<file path="src/rtl/padder_feeder_pkg.sv">
// Shared widths, FSM states and word-building helpers for the padder feeder.
package padder_feeder_pkg;

  localparam int unsigned WORD_W = 32;
  localparam int unsigned BYTE_W = 8;

  typedef enum logic [1:0] {
    COLLECT,
    LAST_Q,
    DONE
  } state_e;

  // Keep the first cnt bytes of a big-endian word and zero the rest.
  function automatic logic [WORD_W-1:0] last_word(input logic [WORD_W-1:0] data,
                                                  input logic [1:0]        cnt);
    case (cnt)
      2'd0:    return '0;
      2'd1:    return {data[31:24], 24'h0};
      2'd2:    return {data[31:16], 16'h0};
      default: return {data[31:8], 8'h0};
    endcase
  endfunction

  function automatic logic [WORD_W-1:0] put_byte(input logic [WORD_W-1:0] data,
                                                 input logic [1:0]        idx,
                                                 input logic [BYTE_W-1:0] b);
    logic [WORD_W-1:0] r;
    r = data;
    case (idx)
      2'd0:    r[31:24] = b;
      2'd1:    r[23:16] = b;
      2'd2:    r[15:8]  = b;
      default: r[7:0]   = b;
    endcase
    return r;
  endfunction

endpackage

</file>
<file path="src/rtl/padder_feeder_word_slot.sv">
// One-entry output register towards the padder: load on demand, drained when not buffer_full.
module feeder_word_slot
  import padder_feeder_pkg::*;
(
  input  logic              clk,
  input  logic              rst,
  input  logic              load_i,
  input  logic [WORD_W-1:0] word_i,
  input  logic              last_i,
  input  logic [1:0]        num_i,
  input  logic              full_i,
  output logic [WORD_W-1:0] word_o,
  output logic              valid_o,
  output logic              last_o,
  output logic [1:0]        num_o,
  output logic              take_o
);

  logic [WORD_W-1:0] word_q;
  logic              valid_q;
  logic              last_q;
  logic [1:0]        num_q;

  assign take_o  = valid_q && !full_i;
  assign word_o  = word_q;
  assign valid_o = valid_q;
  assign last_o  = last_q;
  assign num_o   = num_q;

  always_ff @(posedge clk or posedge rst) begin
    if (rst) begin
      word_q  <= '0;
      valid_q <= 1'b0;
      last_q  <= 1'b0;
      num_q   <= '0;
    end else if (load_i) begin
      word_q  <= word_i;
      valid_q <= 1'b1;
      last_q  <= last_i;
      num_q   <= num_i;
    end else if (take_o) begin
      valid_q <= 1'b0;
    end
  end

endmodule

</file>
<file path="src/rtl/padder_feeder.sv">
// Byte-stream to 32-bit big-endian word feeder for the padder, with end-of-message encoding.
module padder_feeder
  import padder_feeder_pkg::*;
#(
  parameter int unsigned MSG_LEN_W = 32
) (
  input  logic                 clk,
  input  logic                 reset,
  input  logic [BYTE_W-1:0]    byte_in,
  input  logic                 byte_valid,
  input  logic                 byte_last,
  output logic                 byte_ready,
  input  logic                 flush,
  input  logic                 next_msg,
  output logic [WORD_W-1:0]    in,
  output logic                 in_ready,
  output logic                 is_last,
  output logic [1:0]           byte_num,
  input  logic                 buffer_full,
  output logic                 done,
  output logic [MSG_LEN_W-1:0] msg_bytes
);

  state_e                state_q, state_d;
  logic [1:0]            asm_cnt_q, asm_cnt_d;
  logic [WORD_W-1:0]     asm_data_q, asm_data_d;
  logic                  pend_empty_q, pend_empty_d;
  logic [MSG_LEN_W-1:0]  msg_bytes_q, msg_bytes_d;
  logic                  byte_ready_q, byte_ready_d;

  logic                  load;
  logic [WORD_W-1:0]     load_word;
  logic                  load_last;
  logic [1:0]            load_num;
  logic                  take;
  logic                  slot_free;
  logic                  in_ready_d;
  logic                  byte_take;
  logic [WORD_W-1:0]     merged;
  logic [1:0]            k;

  feeder_word_slot u_slot (
    .clk     (clk),
    .rst     (reset),
    .load_i  (load),
    .word_i  (load_word),
    .last_i  (load_last),
    .num_i   (load_num),
    .full_i  (buffer_full),
    .word_o  (in),
    .valid_o (in_ready),
    .last_o  (is_last),
    .num_o   (byte_num),
    .take_o  (take)
  );

  assign byte_ready = byte_ready_q;
  assign done       = (state_q == DONE);
  assign msg_bytes  = msg_bytes_q;
  assign byte_take  = byte_valid && byte_ready_q;
  assign slot_free  = !in_ready || take;
  assign merged     = put_byte(asm_data_q, asm_cnt_q, byte_in);
  assign k          = asm_cnt_q + 2'd1;

  always_comb begin
    state_d      = state_q;
    asm_cnt_d    = asm_cnt_q;
    asm_data_d   = asm_data_q;
    pend_empty_d = pend_empty_q;
    msg_bytes_d  = msg_bytes_q;
    load         = 1'b0;
    load_word    = '0;
    load_last    = 1'b0;
    load_num     = '0;
    case (state_q)
      COLLECT: begin
        if (byte_take) begin
          msg_bytes_d = msg_bytes_q + MSG_LEN_W'(1);
          if (asm_cnt_q == 2'd3) begin
            // A fourth byte is only accepted while the slot is empty.
            load       = 1'b1;
            load_word  = merged;
            asm_cnt_d  = '0;
            asm_data_d = '0;
            if (byte_last || flush) begin
              pend_empty_d = 1'b1;
              state_d      = LAST_Q;
            end
          end else if (byte_last || flush) begin
            state_d = LAST_Q;
            if (slot_free) begin
              load       = 1'b1;
              load_word  = last_word(merged, k);
              load_last  = 1'b1;
              load_num   = k;
              asm_cnt_d  = '0;
              asm_data_d = '0;
            end else begin
              asm_data_d = merged;
              asm_cnt_d  = k;
            end
          end else begin
            asm_data_d = merged;
            asm_cnt_d  = k;
          end
        end else if (flush) begin
          state_d = LAST_Q;
          if (slot_free) begin
            load       = 1'b1;
            load_word  = last_word(asm_data_q, asm_cnt_q);
            load_last  = 1'b1;
            load_num   = asm_cnt_q;
            asm_cnt_d  = '0;
            asm_data_d = '0;
          end
        end
      end
      LAST_Q: begin
        if (in_ready && is_last) begin
          if (take) state_d = DONE;
        end else if (slot_free) begin
          // Covers both a partial tail and the empty word after an exact multiple of 4.
          load         = 1'b1;
          load_word    = last_word(asm_data_q, asm_cnt_q);
          load_last    = 1'b1;
          load_num     = asm_cnt_q;
          asm_cnt_d    = '0;
          asm_data_d   = '0;
          pend_empty_d = 1'b0;
        end
      end
      DONE: begin
        if (next_msg) begin
          state_d     = COLLECT;
          msg_bytes_d = '0;
        end
      end
      default: state_d = COLLECT;
    endcase
  end

  assign in_ready_d   = load || (in_ready && !take);
  assign byte_ready_d = (state_d == COLLECT) && !pend_empty_d &&
                        ((asm_cnt_d != 2'd3) || !in_ready_d);

  always_ff @(posedge clk or posedge reset) begin
    if (reset) begin
      state_q      <= COLLECT;
      asm_cnt_q    <= '0;
      asm_data_q   <= '0;
      pend_empty_q <= 1'b0;
      msg_bytes_q  <= '0;
      byte_ready_q <= 1'b0;
    end else begin
      state_q      <= state_d;
      asm_cnt_q    <= asm_cnt_d;
      asm_data_q   <= asm_data_d;
      pend_empty_q <= pend_empty_d;
      msg_bytes_q  <= msg_bytes_d;
      byte_ready_q <= byte_ready_d;
    end
  end

endmodule

</file>
<file path="config.mk">
export PLATFORM = sky130hd
export DESIGN_NAME = padder_feeder
export DESIGN_NICKNAME = d
export VERILOG_FILES = /design/src/rtl/padder_feeder_pkg.sv /design/src/rtl/padder_feeder_word_slot.sv /design/src/rtl/padder_feeder.sv
export SDC_FILE = /design/constraint.sdc
export NUM_CORES = 1
export LEC_CHECK = 0
export CORE_MARGIN = 4
export CORE_UTILIZATION = 40
export CTS_CLUSTER_DIAMETER = 30
export DETAILED_ROUTE_END_ITERATION = 8
export PLACE_DENSITY = 0.66
export SLEW_MARGIN = 20
export SYNTH_ARGS = -nofsm -noshare
export SYNTH_HDL_FRONTEND = slang
export SYNTH_HIERARCHICAL = 1
export SYNTH_SLANG_ARGS = --single-unit
</file>
<file path="constraint.sdc">
create_clock -name clk -period 2.21 [get_ports clk]
set_clock_uncertainty 0.2 [all_clocks]
set_input_delay 0.5525 -clock clk [delete_from_list [all_inputs] [get_ports clk]]
set_output_delay 0.5525 -clock clk [all_outputs]
set_load 0.005 [all_outputs]
</file>
==> results.yml <==
run_status:
  status: "complete, but fails checks"
  failed_checks: "setup timing"
yosys:
  synth-seq-area-share: 0.4936
  avgSynthCellArea_um2: 11.61
  yosysWarnings: 6
  yosysTopAreaCell: "dfrtp_1"
  synth_edf_count: 0
  synth_cell_type_count: 56
  synth.area.top_cells: "dfrtp_1 (49%), mux2_4 (8.8%), a22o_1 (8.5%)"
  synth_top_area_share: 0.4936
  synth_ff_type: "dfrtp_1"
  synth_seq_cells: 98
  syn-instance-count: 428
  syn_area_um2: 4969
  synth-async-reset-ratio: 1.000
  synth_nets: 450
worst_setup_path:
  worstSetupStartpoint: "asm_cnt_q[1]$_DFF_PP0_"
  worstSetupPathType: "reg2reg"
  cp.required_ps: 2240
  reg2reg_from: "asm_cnt_q[1]$_DFF_PP0_"
  start_kind: "register"
  crit_fanout: 8
  crit_arrival_ps: 2250
  end_kind: "register"
global_routing:
  grt_max_degree: 63
  grt_pass1_wl_um: 20480
  grt_usage: 0.1773
  antenna_found_initial: 0
  grt_overflow_total: 0
  grt_pass1_vias: 4086
place:
  placed_area_um2: 6330
  dp_hpwl_um: 8728
  gp_congestion: 0.8448
  port_buffers: 84
  dp_cells: 712
clock_network:
  hold_buffers: 0
  clockBufferDepth: 2
  cts-root-buf: "clkbuf_16"
  cts_buffers: 9
  clkLatencyLatePin_ps: 350
  clock-sinks: 98
  htree_levels: 3
  clk_pin_slew_ps: 70
  cts_tree: "done"
cells_and_area:
  final_cell_mix: "dfrtp_1 (95), clkdlybuf4s50_1 (79), buf_4 (56), a22o_1 (48), nor2_1 (33)"
  nets: 588
  diodes: 0
  finalInstanceArea_um2: 6889
  fin_cells: 738
  ff_latch_area_um2: 2456
  multiInputGateArea_um2: 2497
  layout-drive-gt1-share: 0.2825
  final_common_cell: "dfrtp_1"
  fillers: 1009
  syn2layout_area_growth_pct: 38.66
power:
  max-vdd-ir-drop_uv: 639.8
  seqPwrFrac: 0.348
  intPower_uw: 4064
  combPwrFrac: 0.373
  swShare: 0.3260
  p_clk_frac: 0.279
  net-switching-power_uw: 1966
  power_density_nw_per_um2: 875.3
  leakagePower_uw: 0.003130
timing:
  slew_headroom: 0.6992
  post-route-min-period_ps: 2221
  tightest_slew_ps: 451.2
  setup_viol: 1
  finalCritPeriodShare: 1.005
  slew_viol_final: 0
  hold_viol: 0
  rsz0062_at_grt: "true"
  max_freq_ghz: 0.4502
  setup_ws_ps: -11.13
floorplan:
  start_util: 0.4119
  ioPinCount: 85
  num_rows: 40
  dieHeight_um: 119.5
  core-area_um2: 12060
  die_area_um2: 14270
  die_w_um: 119.5
job:
  maxCapViolations: 0
routing:
  wl_met1_um: 5729
  vias: 3925
  drc: 0
  top_layer: "met4"
  drtAntennaViolNets: 0
  wl_met3_um: 537
  dr.pass1.iters: 4
  wl_per_cell_um: 16.93
  wl_um: 12490
  drt-initial-drc-count: 145
  avgViaCountPerCell: 5.318
  wl_met2_um: 6112
worst_hold_path:
  hold_path.startpoint: "asm_data_q[29]$_DFFE_PP0P_"
  hold_path_class: "reg2reg"
-- stage by stage --
step	util	setup WS (ps)	total power (uW)	TNS, ps	hold slack [ps]
after detailed placement	0.5248	-632.3	4128	-34720	285.1
after CTS	0.5611	-19.16	5951	-24.93	297.2
after global placement	0.5248	-570.8	4088	-32130	277.6
after global routing	0.5712	-96.57	6316	-660.9	313.9
final	0.5712	-11.13	6030	-11.13	300.4
after floorplan	-	-19.60	3462	-299.6	266.9
-- worst paths after layout --
kind,depth (start not counted),slack (ps),end
min in group asynchronous,3,440,asm_data_q[28]$_DFFE_PP0P_
max in group asynchronous,3,1000,u_slot/word_o[6]$_DFFE_PP0P_
min,1,300,asm_data_q[29]$_DFFE_PP0P_
min reg2reg,1,300,asm_data_q[29]$_DFFE_PP0P_
max reg2reg,7,-10,u_slot/word_o[27]$_DFFE_PP0P_
max,7,-10,u_slot/word_o[27]$_DFFE_PP0P_
-- worst max-delay path, stage by stage, from the launching register on --
cell and delay (ps):
dfrtp_1 410, inv_2 80, ha_4 160, or3_1 370, a31o_1 210, and3_4 190, a22o_1 240, mux2_4 250
-- power by group through the flow --
stage	registers (uW)	clock network [uW]	logic, uW
6_report	2100	1680	2250
5_1_grt	2120	1780	2410
4_1_cts	2100	1720	2130
3_5_place_dp	2140	0	1990
3_3_place_gp	2140	0	1950
2_1_floorplan	2110	0	1350
-- timing repair --
action	4_1_cts	5_1_grt
buffers inserted	5	5
setup endpoints to repair	61	67
resized for setup	28	17
gates cloned	0	1
pin swaps	9	6
-- area by class of cell --
cell class              instances  area share
clock buffers                  11     0.03523
clock inverters                 4     0.01108
inverters                      12    0.007446
multi-input cells             299      0.3625
flip-flops and latches         98      0.3565
well taps                     168     0.03051
repair buffers                146      0.1967
-- synthesized netlist by cell type, drive strengths merged (11+ instances only) --
| cell type | number |
|---|---|
| dfrtp | 98 |
| a22o | 48 |
| nor2 | 38 |
| mux2 | 35 |
| nand2 | 18 |
| and3 | 17 |
| nand4 | 17 |
| xor2 | 16 |
| nor3 | 13 |
| inv | 12 |
| a21oi | 11 |
| buf | 11 |
| nand3 | 11 |
| o21ai | 11 |
-- logic make-up (layout without fill, tap and decap cells) --
logic type | count (synthesis) | count (layout) | synth area share
flip-flops | 98 | 98 | 0.4936
adder cells (fa/ha/maj) | 7 | 7 | 0.01763
AO/OA/AOI/OAI | 89 | 89 | 0.1468
buffers and inverters | 31 | 173 | 0.03652
XOR/XNOR | 26 | 26 | 0.04583
AND/OR/NAND/NOR | 140 | 140 | 0.1544
multiplexers | 37 | 37 | 0.1053
-- routing by layer --
layer / vias up / track usage
li1: 1849 / -
met1: 1966 / 0.2305
met2: 96 / 0.2987
met3: 14 / 0.04986
met4: 0 / 0.03293
met5: - / 0
-- flip-flops by register name, indices dropped and copies added (netlist names) --
name            count
msg_bytes          32
u_slot/word_o      32
asm_data_q         24
asm_cnt_q           2
state_q             2
u_slot/num_o        2
byte_ready          1
pend_empty_q        1
u_slot/last_o       1
u_slot/valid_o      1
(Power assumes the default switching activity.)
